--- config.mk ---
export PLATFORM = sky130hd
export DESIGN_NAME = pipe_ctrl
export DESIGN_NICKNAME = d
export VERILOG_FILES = /design/src/rtl/pipe_ctrl_pkg.sv /design/src/rtl/pipe_ctrl_redirect.sv /design/src/rtl/pipe_ctrl.sv
export SDC_FILE = /design/constraint.sdc
export NUM_CORES = 1
export LEC_CHECK = 0
export BUFFER_PORTS_ARGS = -buffer_cell sky130_fd_sc_hd__buf_2
export CAP_MARGIN = 20
export CORE_ASPECT_RATIO = 1.75
export CORE_UTILIZATION = 58
export DETAILED_ROUTE_END_ITERATION = 10
export HOLD_SLACK_MARGIN = 0.02
export PLACE_DENSITY_LB_ADDON = 0.12
export SYNTH_ARGS = -nofsm -noshare
export SYNTH_HDL_FRONTEND = slang
export SYNTH_SLANG_ARGS = --single-unit
--- constraint.sdc ---
create_clock -name clk -period 3 [get_ports clk]
set_input_delay 0.3 -clock clk [delete_from_list [all_inputs] [get_ports clk]]
set_output_delay 0.3 -clock clk [all_outputs]
set_load 0.05 [all_outputs]
--- src/rtl/pipe_ctrl_pkg.sv ---
// rtl/pipe_ctrl_pkg.sv - shared states, stall/flush vectors and helpers for pipe_ctrl
package pipe_ctrl_pkg;

    typedef enum logic [2:0] {
        S_RUN        = 3'd0,
        S_MEM_WAIT   = 3'd1,
        S_EX_WAIT    = 3'd2,
        S_LU_BUBBLE  = 3'd3,
        S_IF_DISCARD = 3'd4
    } state_t;

    // Bit i of a vector addresses pipeline register i: 0=PC, 1=IF/ID, 2=ID/EX, 3=EX/MEM, 4=MEM/WB
    localparam logic [4:0] CTRL_NONE   = 5'b00000;
    localparam logic [4:0] STALL_MEM   = 5'b01111;
    localparam logic [4:0] FLUSH_MEM   = 5'b10000;
    localparam logic [4:0] STALL_EX    = 5'b00111;
    localparam logic [4:0] FLUSH_EX    = 5'b01000;
    localparam logic [4:0] STALL_LU    = 5'b00011;
    localparam logic [4:0] FLUSH_LU    = 5'b00100;
    localparam logic [4:0] STALL_IF    = 5'b00001;
    localparam logic [4:0] FLUSH_IF    = 5'b00010;
    localparam logic [4:0] FLUSH_REDIR = 5'b00110;

    localparam logic STOP   = 1'b1;
    localparam logic NOSTOP = 1'b0;

    // Increment that sticks at the top of the 8-bit range
    function automatic logic [7:0] sat_inc8(input logic [7:0] v);
        return (v == 8'hFF) ? v : v + 8'd1;
    endfunction

endpackage

--- src/rtl/pipe_ctrl_redirect.sv ---
// rtl/pipe_ctrl_redirect.sv - pending redirect latch and registered redirect output
module pipe_ctrl_redirect #(
    parameter int PC_W = 64
) (
    input  logic            clk,
    input  logic            rst,
    input  logic            frozen,
    input  logic            ex_redirect,
    input  logic [PC_W-1:0] ex_redirect_pc,
    output logic            accept,
    output logic            redirect_valid,
    output logic [PC_W-1:0] redirect_pc
);

    logic            pend_valid;
    logic [PC_W-1:0] pend_pc;
    logic [PC_W-1:0] target;

    // A live redirect is younger than a held one, so it wins the target
    assign accept = ~frozen & (ex_redirect | pend_valid);
    assign target = ex_redirect ? ex_redirect_pc : pend_pc;

    // Hold redirects that arrive while frozen; the newest overwrites any older one
    always_ff @(posedge clk) begin
        if (rst) begin
            pend_valid <= 1'b0;
            pend_pc    <= '0;
        end else if (accept) begin
            pend_valid <= 1'b0;
        end else if (frozen && ex_redirect) begin
            pend_valid <= 1'b1;
            pend_pc    <= ex_redirect_pc;
        end
    end

    // One-cycle redirect pulse to the PC stage, the cycle after acceptance
    always_ff @(posedge clk) begin
        if (rst) begin
            redirect_valid <= 1'b0;
            redirect_pc    <= '0;
        end else begin
            redirect_valid <= accept;
            if (accept) begin
                redirect_pc <= target;
            end
        end
    end

endmodule

--- src/rtl/pipe_ctrl.sv ---
// rtl/pipe_ctrl.sv - pipeline stall/flush/redirect controller; PIPE_CTRL_PERF_EN adds perf counters
module pipe_ctrl
    import pipe_ctrl_pkg::*;
#(
    parameter int PC_W        = 64,
    parameter int MEM_TIMEOUT = 255
) (
    input  logic            clk,
    input  logic            rst,
    input  logic            if_req,
    input  logic            if_ready,
    input  logic            id_load_use,
    input  logic            ex_busy,
    input  logic            mem_req,
    input  logic            mem_ready,
    input  logic            ex_redirect,
    input  logic [PC_W-1:0] ex_redirect_pc,
    output logic [4:0]      stall_ctrl,
    output logic [4:0]      flush_ctrl,
    output logic            redirect_valid,
    output logic [PC_W-1:0] redirect_pc,
    output logic            timeout_o
`ifdef PIPE_CTRL_PERF_EN
    ,
    output logic [63:0]     perf_mem_stall,
    output logic [63:0]     perf_ex_stall,
    output logic [63:0]     perf_lu_bubble,
    output logic [63:0]     perf_redirect
`endif
);

    localparam logic [7:0] TIMEOUT_CNT = 8'(MEM_TIMEOUT);

    state_t     state_q;
    state_t     state_d;
    logic [7:0] wait_cnt_q;
    logic [7:0] wait_cnt_inc;
    logic       mem_wait;
    logic       if_wait;
    logic       lu_req;
    logic       frozen;
    logic       accept;
    logic       lu_take;

    assign mem_wait     = mem_req & ~mem_ready;
    assign if_wait      = if_req & ~if_ready;
    // One bubble per load-use; an ID slot being flushed by a discard has no real operand
    assign lu_req       = id_load_use & (state_q != S_LU_BUBBLE) & (state_q != S_IF_DISCARD);
    assign frozen       = mem_wait | ex_busy;
    assign lu_take      = ~frozen & ~accept & lu_req;
    assign wait_cnt_inc = sat_inc8(wait_cnt_q);

    pipe_ctrl_redirect #(
        .PC_W(PC_W)
    ) u_redirect (
        .clk           (clk),
        .rst           (rst),
        .frozen        (frozen),
        .ex_redirect   (ex_redirect),
        .ex_redirect_pc(ex_redirect_pc),
        .accept        (accept),
        .redirect_valid(redirect_valid),
        .redirect_pc   (redirect_pc)
    );

    // FSM state register
    always_ff @(posedge clk) begin
        if (rst) begin
            state_q <= S_RUN;
        end else begin
            state_q <= state_d;
        end
    end

    // Next state and stall/flush vectors, highest-priority request first
    always_comb begin
        stall_ctrl = CTRL_NONE;
        flush_ctrl = CTRL_NONE;
        state_d    = S_RUN;
        if (mem_wait) begin
            stall_ctrl = STALL_MEM;
            flush_ctrl = FLUSH_MEM;
            state_d    = S_MEM_WAIT;
        end else if (ex_busy) begin
            stall_ctrl = STALL_EX;
            flush_ctrl = FLUSH_EX;
            state_d    = S_EX_WAIT;
        end else if (accept) begin
            stall_ctrl = if_wait ? STALL_IF : CTRL_NONE;
            flush_ctrl = FLUSH_REDIR | (if_wait ? FLUSH_IF : CTRL_NONE);
            state_d    = if_wait ? S_IF_DISCARD : S_RUN;
        end else if (lu_take) begin
            stall_ctrl = STALL_LU;
            flush_ctrl = FLUSH_LU;
            state_d    = S_LU_BUBBLE;
        end else if (if_wait) begin
            stall_ctrl = STALL_IF;
            flush_ctrl = FLUSH_IF;
        end
        // The stale fetch is still in flight: hold PC and drop whatever it returns
        if (state_q == S_IF_DISCARD) begin
            flush_ctrl    = flush_ctrl | FLUSH_IF;
            stall_ctrl[0] = if_ready ? stall_ctrl[0] : STOP;
            if (!frozen && !accept && !if_ready) begin
                state_d = S_IF_DISCARD;
            end
        end
    end

    // MEM-wait watchdog: saturating counter and sticky timeout flag
    always_ff @(posedge clk) begin
        if (rst) begin
            wait_cnt_q <= '0;
            timeout_o  <= 1'b0;
        end else if (state_q == S_MEM_WAIT) begin
            wait_cnt_q <= (state_d == S_MEM_WAIT) ? wait_cnt_inc : 8'd0;
            if (wait_cnt_inc >= TIMEOUT_CNT) begin
                timeout_o <= 1'b1;
            end
        end else begin
            wait_cnt_q <= '0;
        end
    end

`ifdef PIPE_CTRL_PERF_EN
    // Event counters; they wrap naturally on overflow
    always_ff @(posedge clk) begin
        if (rst) begin
            perf_mem_stall <= '0;
            perf_ex_stall  <= '0;
            perf_lu_bubble <= '0;
            perf_redirect  <= '0;
        end else begin
            perf_mem_stall <= perf_mem_stall + {63'd0, mem_wait};
            perf_ex_stall  <= perf_ex_stall + {63'd0, ~mem_wait & ex_busy};
            perf_lu_bubble <= perf_lu_bubble + {63'd0, lu_take};
            perf_redirect  <= perf_redirect + {63'd0, accept};
        end
    end
`endif

endmodule

# Word-level counts from Yosys, hierarchy flattened
# Index checks and enable logic that the tools add are counted.
[totals] ram_bits=0 romBits=0 latch_bits=0 output_inout_bits=76 mem_count=0 reg_bits=142
[op_classes] addsub=1 div_mod_pow=0 order_cmp=1 bitwise=15 n_shift=0 n_reduce_logical=10 n_eq_ne=6 mux=22 multipliers=0
[op_table] cell="2-to-1 mux 64 bit" n=1
[op_table] cell="2-to-1 mux 3 bit" n=9
[op_table] cell="2-to-1 mux 2 bit" n=5
[op_table] cell="adder 8 x 1 -> 8 bit (second input constant)" n=1
[op_table] cell="equality test 8 bit (second input constant)" n=1
[op_table] cell=">= comparator 8 bit (second input constant)" n=1
[op_table] cell="2-to-1 mux 4 bit" n=2
[op_table] cell="2-to-1 mux 8 bit" n=1
[op_table] cell="bitwise AND 1 bit" n=7
[op_table] cell="equality test 3 x 1 -> 1 bit (second input constant)" n=2
[op_table] cell="NOT 1 bit" n=6
[op_table] cell="2-to-1 mux 5 bit" n=1
[op_table] cell="AND reduction 2 bit" n=2
[op_table] cell="equality test 3 bit (second input constant)" n=1
[op_table] cell="logical AND 1 bit" n=3
[op_table] cell="logical NOT 1 bit" n=3
[op_table] cell="2-to-1 mux 1 bit" n=3
[op_table] cell="!= test 3 x 2 -> 1 bit (second input constant)" n=1
[op_table] cell="!= test 3 bit (second input constant)" n=1
[op_table] cell="OR reduction 3 bit" n=1
[op_table] cell="OR 1 bit" n=2
[op_table] cell="OR reduction 2 bit" n=1

# Longest topological paths before layout
# Gate-level depths: netlist of the first run.
[logic_depth] ltp_word=17 depth_mapped=9

# By module
# Synthesis of the first run repeated with hierarchy kept, for this count alone.
[hier_totals] cells_unflattened=680 area_unflattened_um2=6796.5
[by_module_without_submodules] module="pipe_ctrl_redirect" seq_area_each_um2=2602.5 cells_each=591 instances=1 area_per_inst_um2=6063.3
[by_module_without_submodules] module="pipe_ctrl" seq_area_each_um2=240.2 cells_each=89 instances=1 area_per_inst_um2=733.2

# Worst setup path after synthesis of the first run
# Ideal clock, no wire load.
[synth_path] kind="register to output" from="register state_q[2]" to="output port flush_ctrl[1]" path_stages_with_launch=6 t_arrival_ns=1.769 path_slack_ns=0.931 required_time_ns=2.700 path_buffers=0 path_cell_list="dfxtp_1 nor3b_1 a21oi_1 nand4_1 a311oi_1 o21bai_1"
[synth_between] elab_chain_cells=9 elab_cells_between_ends=11 classes_between="eq/ne (3); mux (5); bitwise (3)"
[synth_lines] element="start: declaration" line="pipe_ctrl.sv:34" rtl="state_t state_q;"
[synth_lines] element="start signal: assignment" line="pipe_ctrl.sv:71" rtl="state_q <= state_d;"
[synth_lines] element="!= test 3 x 2 -> 1 bit" line="pipe_ctrl.sv:48" rtl="assign lu_req = id_load_use & (state_q != S_LU_BUBBLE) & (state_q != S_IF_DISCARD);"
[synth_lines] element="bitwise AND 1 bit (2 in series)" line="pipe_ctrl.sv:48"
[synth_lines] element="bitwise AND 1 bit" line="pipe_ctrl.sv:50" rtl="assign lu_take = ~frozen & ~accept & lu_req;"
[synth_lines] element="2-to-1 mux 3 bit" line="pipe_ctrl.sv:92" rtl="end else if (lu_take) begin"
[synth_lines] element="2-to-1 mux 3 bit" line="pipe_ctrl.sv:88" rtl="end else if (accept) begin"
[synth_lines] element="2-to-1 mux 4 bit" line="pipe_ctrl.sv:84" rtl="end else if (ex_busy) begin"
[synth_lines] element="2-to-1 mux 5 bit" line="pipe_ctrl.sv:80" rtl="if (mem_wait) begin"
[synth_lines] element="2-to-1 mux 2 bit *" line="pipe_ctrl.sv:101" rtl="if (state_q == S_IF_DISCARD) begin"
[synth_lines] element="end: declaration" line="pipe_ctrl.sv:19" rtl="output logic [4:0] flush_ctrl,"
# Mark *: on every way between the ends. The rest lies on a longest branch, timed or not.

# Final worst setup path of the first run
# Ends and elaborated chain as after synthesis.

==> results of run 1 <==
[routing by layer]
layer | vias to the layer above | GRT usage [%] | share of wire, %
met3 | 20 | 6.91 | 4.6
met1 | 2415 | 27.5 | 39
met2 | 140 | 48.0 | 55
met4 | 0 | 9.21 | 1.7
met5 | - | 0 | 0
li1 | 2515 | - | -
[final cells by class]
| type | count | area share [%] |
|---|---|---|
| clock buffers | 19 | 5.81 |
| clock inverters | 13 | 2.84 |
| inverters | 5 | 0.285 |
| multi-input cells | 458 | 39.7 |
| flip-flops and latches | 142 | 38.1 |
| well taps | 127 | 2.13 |
| repair buffers | 156 | 11.0 |
[synthesized netlist by cell type, drive strengths merged]
cell,count
nand4,2
conb,1
nand3b,1
clkbuf,15
a41oi,1
a211o,1
xnor2,1
nor3,2
and3,2
ha,1
nand3,4
nor3b,3
o21bai,1
a41o,1
dfxtp,142
a311oi,1
o22ai,1
a31oi,5
o21ai,3
mux2i,66
xor2,1
a22oi,1
a21oi,70
and2,4
and4b,1
and3b,1
and4,1
nor2,73
nand2,134
nand2b,1
nor2b,2
a31o,1
a211oi,67
o211ai,2
inv,5
buf,44
nor4,1
[registers in the layout (all words and copies together) (netlist names)]
register,count
state_q,3
timeout_o,1
u_redirect.pend_pc,64
u_redirect.pend_valid,1
u_redirect.redirect_pc,64
u_redirect.redirect_valid,1
wait_cnt_q,8
[how the worst max path moves through the flow]
stage	start	end	slack (ps)	cells after the start
after detailed placement	ex_redirect	u_redirect.pend_pc[18]$_SDFFE_PP0P_	890	5
after floorplan	state_q[2]$_SDFF_PP0_	flush_ctrl[1]	930	5
after global placement	ex_redirect	u_redirect.pend_pc[33]$_SDFFE_PP0P_	940	5
final	state_q[2]$_SDFF_PP0_	flush_ctrl[1]	540	6
after CTS	state_q[2]$_SDFF_PP0_	flush_ctrl[1]	550	6
after global routing	state_q[2]$_SDFF_PP0_	flush_ctrl[1]	420	6
[cells by family after synthesis]
group           after synthesis  share of synthesized area (%)
simple gates                232                           16.0
compound gates              155                           20.4
flops                       142                           45.8
mux                          66                           10.6
buf+inv                      64                           6.51
xor+xnor                      2                          0.282
fa+ha+maj                     1                          0.202
other cells                   1                         0.0605
[power by group through the flow]
stage,registers [W],clock network (W),logic (W)
floorplan,0.00231,0,0.000421
global placement,0.00209,0,0.000798
detailed placement,0.00210,0,0.000817
CTS,0.00206,0.00230,0.000821
global route,0.00207,0.00239,0.000871
finish,0.00206,0.00226,0.000816
[per-stage QoR]
stage	worst slack (ps)	std cells	cell area [sq um]
6_report	540	920	7450
3_3_place_gp	943	888	6810
4_1_cts	550	920	7450
3_5_place_dp	889	888	6810
2_1_floorplan	931	664	6210
5_1_grt	417	920	7450
==> impl_results.md, run 1 <==
* Setup crit start kind: flip-flop
* Worst Reg-to-Reg Cells at 6
* Crit path max-delay cell type: sky130_fd_sc_hd__nor3b_1
* Area of the multi-input gates at 2960 sq um
* Number of levels the H-tree was split into at 4
* Setup slack of the worst register-to-register path at 1140 ps
* Iteration count of the initial detailed-routing pass at 5
* Final count of negative-setup-slack endpoints at 0
* Area of the mapped netlist at 6200 sq um
* Sequential share of power at 40.1%
* MaxCap Viol Count at 0
* Total DRC errors in the routed layout at 0
* I/O Buffers at 146
* Count of nets left with antenna violations after detail routing at 0
* Post-layout total power at 0.00513 W
* GRT Residual Overflow at 0
* Hold path startpoint: if_ready
* Worst-Margin Slew at 730 ps
* Most frequent cells in the layout: 144 x sky130_fd_sc_hd__buf_2, 142 x sky130_fd_sc_hd__dfxtp_1, 133 x sky130_fd_sc_hd__nand2_1, 70 x sky130_fd_sc_hd__a21oi_1, 66 x sky130_fd_sc_hd__mux2i_1
* Clock network latency to the later pin of the worst-skew pair at 410 ps
* Worst vdd ir at 0.000459 V
* Number of vias per cell at 5.53
* Estimated wirelength of the detail-placed design at 9310 microns
* Final number of max-transition violations at 0
* Crit path capture type: output port
* Worst Hold Endpoint: state_q[2]$_SDFF_PP0_
* Area growth from synthesis to layout at 20.1%
* Final TNS setup at 0 ps
* Number of hold-repair buffers added at the cts stage at 0
* WP buf/inv at 1
* Yosys warnings at 0
* Sink count of the clock tree at 142
* Worst hold-check path type: primary input to flip-flop
* Wirelength per Cell at 15.2 microns
* Switching share of power at 27.5%
* Min Tclk post-route at 2460 ps
* Routed wire length at 13900 microns
* # diodes at 0
* Cell type with the highest aggregate area in the netlist: sky130_fd_sc_hd__dfxtp_1
* Setup repair after global routing missed its margin: false
* Post-Synthesis Cells at 663
* Placeable core region at 10400 sq um
* CTS tree: built
* Largest fanout of any net on the critical path at 6
* Critical path's top delay family: simple AND/OR/NAND/NOR gates
* Signal arrival time at the worst endpoint at 2160 ps
* Result of the run: completed
* Number of global-route vias before repair at 5071
* Core Util, Final at 71.9%
* Worst setup path class: flip-flop to output port
* Per-instance average area after synthesis at 9.36 sq um
* Root buffer selected by CTS: sky130_fd_sc_hd__clkbuf_16
* Antenna violations before repair at 0
* Final layout net count at 854
* Layout cells sized above 1 at 32.9%
* P_leak at 3.17 nW
* Number of filler instances in the final layout at 822
* Setup Fix Bufs, Post-CTS at 0
* Dominant cells by area after synthesis: sky130_fd_sc_hd__dfxtp_1 46%, sky130_fd_sc_hd__a211oi_2 11%, sky130_fd_sc_hd__mux2i_1 11%, sky130_fd_sc_hd__nand2_1 8.0%, sky130_fd_sc_hd__a21oi_1 5.6%
* Clock-pin slew reported for the worst setup and hold paths after clock tree synthesis at 60 ps
* Largest net degree at the start of global routing at 109
* First-pass GRT wire length at 23000 microns
* Max Clock Freq at 0.407 GHz
* R2R Path End: timeout_o$_SDFFE_PP0P_
* Number of buffers on the longest clock path at 2
* Cts bufs inserted at 17
* Design internal power at 0.00372 W
* Relative contribution of combinational cells to total power at 15.9%
* Hold WS at 89.8 ps
* Final weighted congestion of routability-driven global placement at 0.889
* Share of total power in the clock network at 44.0%
* P per Cell Area at 689 nW/um^2
* Register Area at 2840 sq um
* Overall fraction of global-route tracks in use at 26.0%
* Final hold violation count at 0
* Switching pwr at 0.00141 W
* Starting density of the core at 59.9%
* Worst endpoint required time at 2700 ps
* Die boundary height at 139 microns
* Worst slew margin relative to its limit at 51.3%
* R2r startpoint: wait_cnt_q[0]$_SDFF_PP0_
* Crit-path max cell delay at 450 ps
* Row count at 49
* Horiz. Die Dim at 80.2 microns
* Area enclosed by the die boundary at 11100 sq um
* Share of the clock period used by the worst path at 82.0%
* Number of DRC violations after detailed-routing iteration 0 at 187
* Post-CTS sizing at 0
* CP Cell Sequence: nor3b_1 -> a21oi_1 -> nand4_1 -> a311oi_1 -> o21bai_1 -> buf_2
* Area share of the largest cell type after synthesis at 45.8%
* Netlist cell types at 48
* Vias after detailed routing at 5090
* Post-synthesis sequential element count at 142
* Fraction of the yosys area taken by sequential cells at 45.8%
* Min-Delay Path Depth at 2
* Most frequent standard cell in the layout excluding fill and tap cells: sky130_fd_sc_hd__buf_2
* Number of I/O pins at 149
* Post-Route Skew at 9.36 ps
(Power assumes the default switching activity.)
==> run 2: changes to the inputs <==
Settings changed: CORE_UTILIZATION 58 to 54.
Clock period 3 ns to 2.4 ns, I/O delays scaled along.
==> run 2 against run 1 <==
  * Sequential cell count unchanged
  * Die area grew 7.3%
  * Clock skew down 3.0 ps
  * Sequential power is 25% higher
  * Highest routed layer unchanged
  * Global-route usage decreased by 2.0 points
  * Clock-buffer cell count grew 4
  * Combinational power increased by 25%
  * Critical path type unchanged
  * Cell count increased by 0.33%
==> impl_results.md, run 2 (same netlist as run 1, synthesis figures left out) <==
* Most frequent standard cell in the layout excluding fill and tap cells: sky130_fd_sc_hd__buf_2
* Crit path capture type: output port
* Number of filler instances in the final layout at 928 (+13%)
* Worst-Margin Slew at 777 ps (+46.6 ps)
* Number of standard cells in the layout, taps in and fillers out at 923 (+0.33%)
* Worst vdd ir at 0.000551 V (+20%)
* First-pass GRT wire length at 23200 microns (+0.81%)
* Number of global-route vias before repair at 4978 (-1.8%)
* # diodes at 0 (unchanged)
* Worst hold-check path type: primary input to flip-flop
* P_leak at 3.18 nW (+0.13%)
* Min-Delay Path Depth at 3 (+1)
* GRT Residual Overflow at 0 (unchanged)
* Register Area at 2840 sq um (unchanged)
* Area of the multi-input gates at 2970 sq um (+0.34%)
* Number of DRC violations after detailed-routing iteration 0 at 223 (+19%)
* Final number of max-transition violations at 0 (unchanged)
* Setup crit start kind: flip-flop
* Max Clock Freq at 0.469 GHz
* Most frequent cells in the layout: 144 x sky130_fd_sc_hd__buf_2, 142 x sky130_fd_sc_hd__dfxtp_1, 133 x sky130_fd_sc_hd__nand2_1, 70 x sky130_fd_sc_hd__a21oi_1, 66 x sky130_fd_sc_hd__mux2i_1
* Layout cells sized above 1 at 32.7% (-0.17 points)
* Worst setup path class: flip-flop to output port
* Area growth from synthesis to layout at 20.3%
* Clock-pin slew reported for the worst setup and hold paths after clock tree synthesis at 60 ps (about the same)
* MaxCap Viol Count at 0 (unchanged)
* Die boundary height at 144 microns (+3.6%)
* Worst slew margin relative to its limit at 48.2% (-3.1 points)
* P per Cell Area at 837 nW/um^2 (+22%)
* Antenna violations before repair at 0 (unchanged)
* Wirelength per Cell at 15.1 microns (-0.46%)
* Total DRC errors in the routed layout at 0 (unchanged)
* Sink count of the clock tree at 142 (unchanged)
* Vias after detailed routing at 5048 (-0.83%)
* Final hold violation count at 0 (unchanged)
* Number of placed instances with taps included at 892 (+0.45%)
* Clock network latency to the later pin of the worst-skew pair at 410 ps (about the same)
* Number of I/O pins at 149 (unchanged)
* Setup repair after global routing missed its margin: false
* Area enclosed by the die boundary at 11900 sq um (+7.3%)
* Worst Reg-to-Reg Cells at 6 (unchanged)
* Largest registers: u_redirect.pend_pc (64), u_redirect.redirect_pc (64), wait_cnt_q (8)
* Share of the clock period used by the worst path at 88.8%
* Post-Route Skew at 6.41 ps (-2.95 ps)
* Min Tclk post-route at 2130 ps
* Overall fraction of global-route tracks in use at 24.0% (-2.0 points)
* Largest fanout of any net on the critical path at 6 (unchanged)
* Routed wire length at 13900 microns (-0.14%)
* Final TNS setup at 0 ps (unchanged)
* CTS tree: built
* Placeable core region at 11200 sq um (+7.8%)
* Count of nets left with antenna violations after detail routing at 0 (unchanged)
* Horiz. Die Dim at 83.0 microns (+3.5%)
* Cts bufs inserted at 17 (unchanged)
* Final weighted congestion of routability-driven global placement at 0.837 (-5.8%)
* Estimated wirelength of the detail-placed design at 9110 microns (-2.2%)
* Largest net degree at the start of global routing at 107 (-1.8%)
* Final count of negative-setup-slack endpoints at 0 (unchanged)
* Number of vias per cell at 5.47 (-1.1%)
* I/O Buffers at 146 (unchanged)
* Worst endpoint required time at 2160 ps (-540 ps)
* Root buffer selected by CTS: sky130_fd_sc_hd__clkbuf_16
* Signal arrival time at the worst endpoint at 1890 ps (-270 ps)
* Result of the run: completed
* Row count at 51 (+4.1%)
* Iteration count of the initial detailed-routing pass at 4 (-1)
* Starting density of the core at 55.6% (-4.3 points)
* Setup Fix Bufs, Post-CTS at 0 (unchanged)
* Number of buffers on the longest clock path at 2 (unchanged)
* Number of levels the H-tree was split into at 4 (unchanged)
* Final layout net count at 854 (unchanged)
[run 2: layout make-up]
type	count	share of cell area, %
Multi-Input combinational cell	458	39.8
Sequential cell	142	38.1
Timing Repair Buffer	156	11.6
Clock buffer	23	6.54
Tap cell	132	2.21
Clock inverter	7	1.48
Inverter	5	0.285
[run 2: worst max-delay path: stages, from the launching register on]
cell                       delay, ps
sky130_fd_sc_hd__dfxtp_1         310
sky130_fd_sc_hd__nor3b_2         180
sky130_fd_sc_hd__a21oi_1         130
sky130_fd_sc_hd__nand4_1         240
sky130_fd_sc_hd__a311oi_1        330
sky130_fd_sc_hd__o21bai_1         90
sky130_fd_sc_hd__buf_2           210
[run 2: worst paths after layout]
kind	start	end	slack, ps
worst max-delay path	state_q[2]$_SDFF_PP0_	flush_ctrl[1]	270
worst min-delay path	ex_redirect_pc[5]	u_redirect.pend_pc[5]$_SDFFE_PP0P_	80
worst max register to register	wait_cnt_q[0]$_SDFF_PP0_	timeout_o$_SDFFE_PP0P_	550
worst min register to register	u_redirect.pend_pc[37]$_SDFFE_PP0P_	u_redirect.pend_pc[37]$_SDFFE_PP0P_	450
[run 2: per-layer routing]
metal  GRT usage [%]  wire (microns)  vias to the layer above
met1            26.1            5550                     2394
met4            10.2             238                        0
met5               0               0                        -
li1                -               -                     2514
met2            44.1            7530                      121
met3            5.74             613                       19
[run 2: per-stage QoR]
stage | cell area [sq um] | power (W) | hold WS, ps | worst slack, ps | util [%]
5_1_grt | 7460 | 0.00649 | 68.9 | 19.1 | 66.8
3_5_place_dp | 6840 | 0.00365 | 446 | 536 | 61.3
2_1_floorplan | 6210 | 0.00342 | 319 | 391 | -
6_report | 7460 | 0.00625 | 78.8 | 270 | 66.8
4_1_cts | 7450 | 0.00630 | 59.4 | 121 | 66.7
3_3_place_gp | 6840 | 0.00363 | 438 | 570 | 61.3
[run 2: power breakdown]
part,total [W],switching [W],internal (W)
clock,0.00265,0.000921,0.00173
sequential,0.00258,0.0000748,0.00250
combinational,0.00102,0.000716,0.000307
[run 2: timing repair]
item                                   4_1_cts  5_1_grt
endpoints found under the hold margin        1        0
hold buffers                                 1        0
setup endpoints to repair                    0        1
resized for setup                            0        2
==> run 3: changes to the inputs <==
Settings changed: ABC_AREA from default to 1, CORE_UTILIZATION 54 to 48.
Clock period 2.4 ns to 1.8 ns, I/O delays scaled along.
==> run 3 against run 2 <==
  * The run now ends with negative setup slack left
  * Synthesized cell count rose by 3.6%
  * Final area rose by 8.0%
  * Global-route usage decreased by 0.058 points
  * Clock-buffer cell count down 4
  * Utilization shrank 0.42 points
  * Die area increased by 9.2%
  * Worst setup slack got worse by 300 ps
  * Clock skew rose by 2.5 ps
  * First-iteration DRC count increased by 20%
  * Power is 35% higher
  * Combinational power rose by 18%
==> impl_results.md, run 3 <==
* GRT Residual Overflow at 0 (unchanged)
* Fraction of the yosys area taken by sequential cells at 47.1% (+1.3 points)
* Worst hold-check path type: primary input to flip-flop
* Final count of negative-setup-slack endpoints at 1 (+1)
* Dpl cell area at 6870 sq um (+0.40%)
* Netlist cell types at 31 (-35%)
* Vias after detailed routing at 5364 (+6.3%)
* Post-route cell area at 8060 sq um (+8.0%)
* First-pass GRT wire length at 24300 microns (+4.9%)
* Worst setup path class: flip-flop to output port
* Share of the clock period used by the worst path at 102%
* Worst vdd ir at 0.000718 V (+30%)
* Area enclosed by the die boundary at 13000 sq um (+9.2%)
* Setup repair after global routing missed its margin: true
* Number of placed instances with taps included at 963 (+8.0%)
* Number of filler instances in the final layout at 990 (+6.7%)
* Yosys warnings at 0 (unchanged)
* Final weighted congestion of routability-driven global placement at 0.847 (+1.2%)
* Ranking of synthesized cells by instance count: 142 x sky130_fd_sc_hd__dfxtp_1, 142 x sky130_fd_sc_hd__nor2_1, 71 x sky130_fd_sc_hd__nand3_1
* Root buffer selected by CTS: sky130_fd_sc_hd__clkbuf_16
* Post-synth EDFFs at 0 (unchanged)
* Violated checks: negative setup slack
* Placeable core region at 12100 sq um (+8.7%)
* Final number of max-transition violations at 0 (unchanged)
* Clock-pin slew reported for the worst setup and hold paths after clock tree synthesis at 60 ps (about the same)
* Final layout net count at 942 (+10%)
* Area growth from synthesis to layout at 33.6%
* Total DRC errors in the routed layout at 0 (unchanged)
* Area share of the largest cell type after synthesis at 47.1% (+1.3 points)
* CP Cell Sequence: nor3_2 -> inv_2 -> nand4_4 -> nand2_8 -> or3_4 -> buf_8
* Crit path capture type: output port
* Sink count of the clock tree at 142 (unchanged)
* Post-Route Skew at 8.93 ps (+2.52 ps)
* Max Clock Freq at 0.547 GHz
* Estimated wirelength of the detail-placed design at 9970 microns (+9.5%)
* Number of DRC violations after detailed-routing iteration 0 at 267 (+20%)
* Largest registers: u_redirect.pend_pc (64), u_redirect.redirect_pc (64), wait_cnt_q (8)
* Flip-flop cell with the highest count after synthesis: sky130_fd_sc_hd__dfxtp_1
* Wirelength per Cell at 14.4 microns (-4.8%)
* Number of vias per cell at 5.13 (-6.2%)
* Count of nets left with antenna violations after detail routing at 0 (unchanged)
* P_leak at 3.71 nW (+17%)
* Overall fraction of global-route tracks in use at 23.9% (-0.058 points)
* Cts bufs inserted at 17 (unchanged)
* Dominant cells by area after synthesis: sky130_fd_sc_hd__dfxtp_1 47%, sky130_fd_sc_hd__mux2i_1 11%, sky130_fd_sc_hd__nor2_1 8.8%, sky130_fd_sc_hd__o21ai_2 8.7%, sky130_fd_sc_hd__nand3_1 5.9%
* Starting density of the core at 49.7% (-5.8 points)
* Number of standard cells in the layout, taps in and fillers out at 1046 (+13%)
* Crit path max-delay cell type: sky130_fd_sc_hd__or3_4
* Layout cells sized above 1 at 31.9% (-0.85 points)
* WP buf/inv at 2 (+1)
* Proportion of synthesized flip-flops having asynchronous set or reset at 0% (unchanged)
* Most frequent standard cell in the layout excluding fill and tap cells: sky130_fd_sc_hd__buf_2
* MaxCap Viol Count at 0 (unchanged)
* Hold WS at 33.2 ps (-45.6 ps)
* Largest fanout of any net on the critical path at 3 (-3)
* Crit-path max cell delay at 340 ps (about the same)
* Worst slew margin relative to its limit at 56.5% (+8.3 points)
* Area of the mapped netlist at 6030 sq um (-2.8%)
* Setup crit start kind: flip-flop
* Cell type with the highest aggregate area in the netlist: sky130_fd_sc_hd__dfxtp_1
* Number of global-route vias before repair at 5272 (+5.9%)
* Worst-Margin Slew at 652 ps (-125 ps)
* Number of buffers on the longest clock path at 2 (unchanged)
* Result of the run: complete, but fails checks
* Worst endpoint required time at 1620 ps (-540 ps)
* Post-synthesis sequential element count at 142 (unchanged)
* Iteration count of the initial detailed-routing pass at 4 (unchanged)
* # diodes at 0 (unchanged)
* I/O Buffers at 146 (unchanged)
* P per Cell Area at 1050 nW/um^2 (+25%)
* Die boundary height at 150 microns (+4.5%)
* Final hold violation count at 0 (unchanged)
* Number of levels the H-tree was split into at 4 (unchanged)
* Critical path's top delay family: simple AND/OR/NAND/NOR gates
* Routed wire length at 15000 microns (+7.9%)
* CTS tree: built
* Row count at 53 (+3.9%)
* Most frequent cells in the layout: 142 x sky130_fd_sc_hd__buf_2, 141 x sky130_fd_sc_hd__nor2_1, 140 x sky130_fd_sc_hd__dfxtp_1, 71 x sky130_fd_sc_hd__nand3_1, 70 x sky130_fd_sc_hd__o21ai_0
* Post-Synthesis Cells at 687 (+3.6%)
* Worst setup slack after layout at -27.9 ps (-298 ps)
* Horiz. Die Dim at 86.7 microns (+4.5%)
* Number of I/O pins at 149 (unchanged)
* Per-instance average area after synthesis at 8.78 sq um (-6.2%)
* Antenna violations before repair at 0 (unchanged)
* Largest net degree at the start of global routing at 85 (-21%)
* Clock network latency to the later pin of the worst-skew pair at 410 ps (about the same)
* Signal arrival time at the worst endpoint at 1650 ps (-240 ps)
* Min Tclk post-route at 1830 ps
==> run 3: per-layer routing <==
layer,GRT usage [%],share of wire [%],vias up
met3,5.15,4.0,26
met1,25.1,39,2539
met4,10.9,2.2,0
met2,44.7,54,134
li1,-,-,2665
met5,0,0,-
==> run 3: path summary, 6_finish.rpt <==
kind	startpoint	end	slack, ps	depth (start not counted)
setup / recovery	state_q[0]$_SDFF_PP0_	stall_ctrl[0]	-30	6
hold / removal	ex_redirect_pc[20]	u_redirect.pend_pc[20]$_SDFFE_PP0P_	30	3
setup reg to reg	wait_cnt_q[1]$_SDFF_PP0_	timeout_o$_SDFFE_PP0P_	210	11
hold reg to reg	timeout_o$_SDFFE_PP0P_	timeout_o$_SDFFE_PP0P_	460	2
==> run 3: cells by family (layout without fill, tap and decap cells) <==
family / count (synthesis) / count (layout) / synth area share [%]
and+or+nand+nor: 262 / 262 / 19.4
DFF: 142 / 142 / 47.1
AOI/OAI and AO/OA: 141 / 141 / 15.6
buffers and inverters: 75 / 268 / 6.85
muxes: 64 / 64 / 10.6
adders and majority gates: 1 / 1 / 0.207
other: 1 / 2 / 0.0622
xor gates and xnor gates: 1 / 1 / 0.145
==> run 3: tightest hold or removal path, delay by kind of cell <==
kind                   cells  cell delay [ps]
buffers and inverters      1               90
AND/OR/NAND/NOR            2              130
==> run 3: final cells by class <==
cell class	count	area (sq um)	share of cell area, %
sequential	142	2850	35.3
multi-input combinational	471	2830	35.1
timing repair buffer	212	1430	17.7
clock buffer	19	433	5.37
clock inverter	13	214	2.66
tap	165	206	2.56
inverter	24	106	1.32
==> run 3: timing repair <==
item	CTS	global route
endpoints found under the setup margin	4	4
setup buffers	3	1
hold buffers	47	0
gates resized for setup	11	3
hold endpoints to repair	47	0
pin swaps	2	3
==> run 3: stage by stage <==
| step | power (W) | worst slack [ps] | util [%] | setup TNS (ps) |
|---|---|---|---|---|
| floorplan | 0.00428 | -30.4 | - | -30.4 |
| global route | 0.00875 | -85.3 | 66.4 | -85.3 |
| detailed placement | 0.00459 | 186 | 56.6 | 0 |
| global placement | 0.00456 | 211 | 56.6 | 0 |
| CTS | 0.00849 | -74.7 | 66.3 | -74.7 |
| finish | 0.00843 | -27.9 | 66.4 | -27.9 |
==> run 3: where the power goes <==
part           switching, W  internal [W]  leakage [nW]  total (W)
Combinational      0.000784      0.000416          2.24    0.00120
Clock               0.00134       0.00247         0.308    0.00381
Sequential        0.0000885       0.00333          1.16    0.00341
Total               0.00222       0.00621          3.71    0.00843
